<file path="src/rtl/iwdg_service_ctrl.sv">
// rtl/iwdg_service_ctrl.sv - Wishbone master that configures and services an IWDG slave
module iwdg_service_ctrl #(
  parameter logic [31:0] BASE_ADR    = 32'h0100_0000,
  parameter int unsigned ACK_TIMEOUT = 16,
  parameter logic [7:0]  POLL_MAX    = 8'd255
) (
  input  logic        clk_m2s,
  input  logic        rst_m2s,
  input  logic        cfg_start,
  input  logic [2:0]  cfg_pr,
  input  logic [11:0] cfg_rlr,
  input  logic        kick,
  output logic        running,
  output logic        busy,
  output logic        kick_done,
  output logic        err,
  output logic [31:0] adr_m2s,
  output logic [15:0] dat_m2s,
  output logic        we_m2s,
  output logic        cyc_m2s,
  output logic        stb_m2s,
  input  logic [15:0] dat_s2m,
  input  logic        ack_s2m
);

  // Register offsets inside the IWDG block
  localparam logic [31:0] KR_OFS = 32'h0;
  localparam logic [31:0] PR_OFS = 32'h4;
  localparam logic [31:0] RL_OFS = 32'h8;
  localparam logic [31:0] ST_OFS = 32'hC;

  // Key register values
  localparam logic [15:0] KEY_UNLOCK = 16'h5555;
  localparam logic [15:0] KEY_START  = 16'hCCCC;
  localparam logic [15:0] KEY_RELOAD = 16'hAAAA;

  // Sequencer states
  localparam logic [3:0] ST_IDLE   = 4'd0;
  localparam logic [3:0] ST_UNLOCK = 4'd1;
  localparam logic [3:0] ST_WR_PR  = 4'd2;
  localparam logic [3:0] ST_WR_RLR = 4'd3;
  localparam logic [3:0] ST_POLL   = 4'd4;
  localparam logic [3:0] ST_START  = 4'd5;
  localparam logic [3:0] ST_RUN    = 4'd6;
  localparam logic [3:0] ST_KICK   = 4'd7;
  localparam logic [3:0] ST_ERR    = 4'd8;

  // ack_cnt only needs to reach ACK_TIMEOUT-1; the timeout fires on the next stalled cycle
  localparam int ACK_W = (ACK_TIMEOUT > 2) ? $clog2(ACK_TIMEOUT) : 1;
  localparam logic [ACK_W-1:0] ACK_LAST  = ACK_W'(ACK_TIMEOUT - 1);
  localparam logic [7:0]       POLL_LAST = POLL_MAX - 8'd1;

  logic [3:0]       state;
  logic [2:0]       pr_q;
  logic [11:0]      rlr_q;
  logic             kick_pend;
  logic [ACK_W-1:0] ack_cnt;
  logic [7:0]       poll_cnt;

  logic [31:0]      acc_adr;
  logic [15:0]      acc_dat;
  logic             acc_we;
  logic             st_clear;
  logic             unused_dat;

  // Only the two low status bits (prescale/reload update pending) matter
  assign st_clear   = (dat_s2m[1:0] == 2'b00);
  assign unused_dat = ^dat_s2m[15:2];

  // Address, data and direction of the access owned by the current state
  always_comb begin
    acc_adr = BASE_ADR + KR_OFS;
    acc_dat = 16'h0000;
    acc_we  = 1'b1;
    case (state)
      ST_UNLOCK: acc_dat = KEY_UNLOCK;
      ST_WR_PR: begin
        acc_adr = BASE_ADR + PR_OFS;
        acc_dat = {13'b0, pr_q};
      end
      ST_WR_RLR: begin
        acc_adr = BASE_ADR + RL_OFS;
        acc_dat = {4'b0, rlr_q};
      end
      ST_POLL: begin
        acc_adr = BASE_ADR + ST_OFS;
        acc_we  = 1'b0;
      end
      ST_START:  acc_dat = KEY_START;
      ST_KICK:   acc_dat = KEY_RELOAD;
      default:   acc_dat = 16'h0000;
    endcase
  end

  // Sequencer, bus master and status outputs; every output is a flop
  always_ff @(posedge clk_m2s) begin
    if (rst_m2s) begin
      state     <= ST_IDLE;
      pr_q      <= 3'd0;
      rlr_q     <= 12'd0;
      kick_pend <= 1'b0;
      ack_cnt   <= '0;
      poll_cnt  <= 8'd0;
      running   <= 1'b0;
      busy      <= 1'b0;
      kick_done <= 1'b0;
      err       <= 1'b0;
      adr_m2s   <= 32'd0;
      dat_m2s   <= 16'd0;
      we_m2s    <= 1'b0;
      cyc_m2s   <= 1'b0;
      stb_m2s   <= 1'b0;
    end else begin
      kick_done <= 1'b0;

      // A kick that arrives while a key write is in flight is remembered once
      if (kick && (state == ST_KICK || state == ST_START)) begin
        kick_pend <= 1'b1;
      end

      case (state)
        ST_IDLE: begin
          if (cfg_start) begin
            pr_q  <= cfg_pr;
            rlr_q <= cfg_rlr;
            busy  <= 1'b1;
            state <= ST_UNLOCK;
          end
        end

        ST_RUN: begin
          if (cfg_start) begin
            pr_q      <= cfg_pr;
            rlr_q     <= cfg_rlr;
            busy      <= 1'b1;
            running   <= 1'b0;
            kick_pend <= 1'b0;
            state     <= ST_UNLOCK;
          end else if (kick || kick_pend) begin
            busy      <= 1'b1;
            kick_pend <= 1'b0;
            state     <= ST_KICK;
          end
        end

        ST_ERR: begin
          if (cfg_start) begin
            pr_q  <= cfg_pr;
            rlr_q <= cfg_rlr;
            err   <= 1'b0;
            busy  <= 1'b1;
            state <= ST_UNLOCK;
          end
        end

        default: begin
          if (!cyc_m2s) begin
            // Launch this state's access; cyc was low for at least the previous cycle
            cyc_m2s <= 1'b1;
            stb_m2s <= 1'b1;
            adr_m2s <= acc_adr;
            dat_m2s <= acc_dat;
            we_m2s  <= acc_we;
            ack_cnt <= '0;
          end else if (ack_s2m) begin
            cyc_m2s <= 1'b0;
            stb_m2s <= 1'b0;
            adr_m2s <= 32'd0;
            dat_m2s <= 16'd0;
            we_m2s  <= 1'b0;
            case (state)
              ST_UNLOCK: state <= ST_WR_PR;
              ST_WR_PR:  state <= ST_WR_RLR;
              ST_WR_RLR: begin
                poll_cnt <= 8'd0;
                state    <= ST_POLL;
              end
              ST_POLL: begin
                if (st_clear) begin
                  state <= ST_START;
                end else if (poll_cnt == POLL_LAST) begin
                  err       <= 1'b1;
                  busy      <= 1'b0;
                  running   <= 1'b0;
                  kick_pend <= 1'b0;
                  state     <= ST_ERR;
                end else begin
                  poll_cnt <= poll_cnt + 8'd1;
                end
              end
              ST_START: begin
                running <= 1'b1;
                busy    <= 1'b0;
                state   <= ST_RUN;
              end
              ST_KICK: begin
                kick_done <= 1'b1;
                busy      <= 1'b0;
                state     <= ST_RUN;
              end
              default: state <= ST_IDLE;
            endcase
          end else if (ack_cnt == ACK_LAST) begin
            // Slave stalled too long: abandon the access and park in ERR
            cyc_m2s   <= 1'b0;
            stb_m2s   <= 1'b0;
            adr_m2s   <= 32'd0;
            dat_m2s   <= 16'd0;
            we_m2s    <= 1'b0;
            err       <= 1'b1;
            busy      <= 1'b0;
            running   <= 1'b0;
            kick_pend <= 1'b0;
            state     <= ST_ERR;
          end else begin
            ack_cnt <= ack_cnt + 1'b1;
          end
        end
      endcase
    end
  end

endmodule

</file>
<file path="config.mk">
export PLATFORM = sky130hd
export DESIGN_NAME = iwdg_service_ctrl
export DESIGN_NICKNAME = d
export VERILOG_FILES = /design/src/rtl/iwdg_service_ctrl.sv
export SDC_FILE = /design/constraint.sdc
export NUM_CORES = 1
export LEC_CHECK = 0
export BUFFER_PORTS_ARGS = -buffer_cell sky130_fd_sc_hd__buf_2
export CAP_MARGIN = 15
export CORE_MARGIN = 2
export CORE_UTILIZATION = 25
export CTS_BUF_LIST = sky130_fd_sc_hd__clkbuf_8
export DETAILED_ROUTE_END_ITERATION = 10
export SLEW_MARGIN = 20
export SYNTH_ARGS = -nofsm -noshare
export SYNTH_HDL_FRONTEND = slang
export SYNTH_SLANG_ARGS = --single-unit
</file>
<file path="constraint.sdc">
create_clock -name clk_m2s -period 1.6 [get_ports clk_m2s]
set_input_delay 0 -clock clk_m2s [delete_from_list [all_inputs] [get_ports clk_m2s]]
set_output_delay 0 -clock clk_m2s [all_outputs]
set_load 0.005 [all_outputs]
</file>
==> results.md <==
- Status: finished, violations left
- Failing checks: negative setup slack
- Detailed Routing Iterations Pass 1: 4
- CP Depth: 7
- P per Cell Area: 1590 mW/mm^2
- Initial antenna violation count: 0
- Register area share after synthesis: 0.393
- Worst-path cell chain: nor4bb_4 -> buf_4 -> nor3_4 -> buf_6 -> nand3_2 -> or3_4 -> a21oi_2
- Leak: 1.70 nW
- Post-route ant nets: 0
- Final worst slack: -0.143 ns
- Layout area overhead: 45.5%
- DRC: 0
- Die Footprint: 0.0125 sq mm
- Yosys top cell by area: dfxtp_1
- Layout cells sized above 1: 0.381
- Fillers: about 1,200
- Synthesized cell area: 0.00291 sq mm
- Clk_lat worst skew: about 0.34 ns
- Placer Congestion: 0.835
- Top post-synthesis cells by count: dfxtp_1, nand2_1, a21oi_1
- Yosys warns: 0
- Drt via density: 4.83
- Final core occ: 0.372
- Gr ovfl total: 0
- Final-report max-slew violation count: 0
- Wirelength per Cell: 13.4 um
- Crit path kind: reg -> reg
- Top-area cell type share of the netlist area: 0.393
- Final setup violation count: 25
- CP Capture Type: flop
- Vias in the first global route: 2,765
- Site Rows: 39
- Hold path depth: 3
- Die width: around 110 um
- Sink Count: 57
- CTS tree: yes
- Mapped Cells: 360
- Number of library cell types mapped by synthesis: 53
- Clock buffer depth: 2
- Seq cells post-synth: 57
- Area after DPL: 0.00343 sq mm
- DP Worst Slack: -0.173 ns
- Peak VDD IR: approximately 0.0008 V
- H-tree Lvls: 3
- 1st-iter DRT viols: ~190
- Buffers and inverters on the worst path: 2
- Initial Util: 0.256
- Design Area, Final: ~0.0042 sq mm
- Max Freq: 0.574 GHz
- Detailed Place HPWL: 5.67 mm
- CTS buffer count: 9
- EDFF count, synth: 0
- Setup Skew: approximately 0.0083 ns
- CP peak stage delay: 0.40 ns
- Crit path required time: 1.88 ns
- Slew @ Worst Pin: between 0.6 and 0.7 ns
- Ranking of synthesized cells by area: dfxtp_1, buf_4, a21oi_1, nand2_1, nor2_1
- Core box area: between 0.01 and 0.015 sq mm
- Non-Filler Instances: 615
- Crit share post-route: 1.09
- Reg clk slew, reported paths: 0.07 ns
- Total power: between 6 and 7 mW
- Most common cell in the netlist: dfxtp_1
- Worst reg2reg path depth: 7
- Crit start category: flop
- Inst Count DP: 570
- Final net count: 506
- Hold slack: 0.0667 ns
- Die height: 112 um
- Ports: slightly above 90
- I/O Buffers: 47
- Vias: 2,973
- Arrival @ worst endpoint: 2.02 ns
- Slew headroom: 0.570
- Post-route setup TNS: -1.79 ns
- CP top delay family: simple AND/OR/NAND/NOR gates
- Diodes inserted: 0
- Hold Crit Class: in -> reg
- Slowest stage cell, crit path: or3_4
- Main synth FF type: dfxtp_1
- Drt total wl: 8.27 mm
- Total track usage: 0.127
- Final Hold Viols: 0
- First-pass GRT wire length: ~13 mm
- Worst-path maximum fanout: 5
- Avg Inst Size Synth: 8.07 sq um
- Max-cap viol count: 0
- Min cycle time layout: around 1.7 ns
- Clock Tree Root: clkbuf_8
- Ys async rst share: 0
- RSZ-0062 raised after global routing: true
- Largest net degree at the start of global routing: 33
[state kept, by name (all words and copies together) (netlist names)]
name and cells:
running 1, adr_m2s 3, we_m2s 1, kick_pend 1
cyc_m2s 1, ack_cnt 4, state 4, err 1
dat_m2s 16, rlr_q 12, kick_done 1, pr_q 3
busy 1, poll_cnt 8
[tightest hold or removal path, stage by stage]
cell	delay (ns)
buf_2	0.18
a21oi_1	0.09
o32ai_1	0.09
[area by class of cell]
type                       instances  area [sq um]  share of cell area
clock buffer                       9           124              0.0293
clock inverter                     7          95.1              0.0225
inverter                           6          22.5             0.00533
multi-input combinational        274          1760               0.416
sequential                        57          1160               0.275
tap                              143           179              0.0423
timing repair buffer             119           885               0.209
[layout by cell type (no fill, tap or decap), types with 3 or more instances in the layout]
| cell | synthesis | routed |
|---|---|---|
| nand3_1 | 12 | 9 |
| conb_1 | 1 | 29 |
| or3_1 | 10 | 7 |
| and3_1 | 4 | 3 |
| dfxtp_1 | 57 | 48 |
| nand2b_1 | 6 | 3 |
| dlygate4sd3_1 | 0 | 15 |
| a221oi_2 | 0 | 6 |
| buf_12 | 0 | 3 |
| o21ai_0 | 18 | 15 |
| inv_1 | 6 | 6 |
| or3_4 | 0 | 3 |
| nor3_1 | 7 | 6 |
| nand3_2 | 0 | 3 |
| nand4_1 | 7 | 7 |
| a22oi_2 | 1 | 3 |
| buf_4 | 32 | 45 |
| nand2_2 | 2 | 3 |
| a31oi_1 | 3 | 3 |
| o21ai_1 | 0 | 3 |
| nand2_1 | 43 | 42 |
| dfxtp_4 | 0 | 4 |
| a21oi_1 | 40 | 35 |
| a21oi_2 | 1 | 6 |
| buf_6 | 3 | 9 |
| dfxtp_2 | 0 | 5 |
| buf_2 | 2 | 47 |
| clkbuf_8 | 0 | 9 |
| nor2_1 | 38 | 36 |
[path summary, 6_finish.rpt]
check / endpoint / start / slack, ns
max: poll_cnt[6] / state[2] / -0.14
min: running / cfg_start / 0.07
max reg2reg: poll_cnt[6] / state[2] / -0.14
min reg2reg: rlr_q[2] / rlr_q[2] / 0.45
[where the power goes]
group          switching (mW)  total [mW]  internal [mW]
clock                   0.619        1.49          0.875
combinational            1.67        3.26           1.60
sequential              0.253        1.94           1.69
[layer usage]
metal	vias to the layer above	track usage	share of wire
met4	0	0.0576	0.016
met3	16	0.0234	0.048
met2	90	0.200	0.48
li1	1452	-	-
met5	-	0	0
met1	1415	0.169	0.45
[logic make-up (layout without fill, tap and decap cells)]
kind of cell	Yosys count	after routing	share of synthesized area
XOR/XNOR	1	1	0.00302
AO/OA/AOI/OAI	96	97	0.213
other	1	29	0.00129
flip-flops	57	57	0.393
adder cells (fa/ha/maj)	3	3	0.0129
AND/OR/NAND/NOR	144	144	0.252
buffers and inverters	58	141	0.125
[what timing repair did]
action,CTS,global route
gates resized for setup,24,49
setup buffers,2,12
hold buffers,15,0
hold endpoints to repair,15,0
pin swaps,11,32
gates cloned,0,1
endpoints found under the setup margin,51,47
Power figures use the tool's default switching activity.
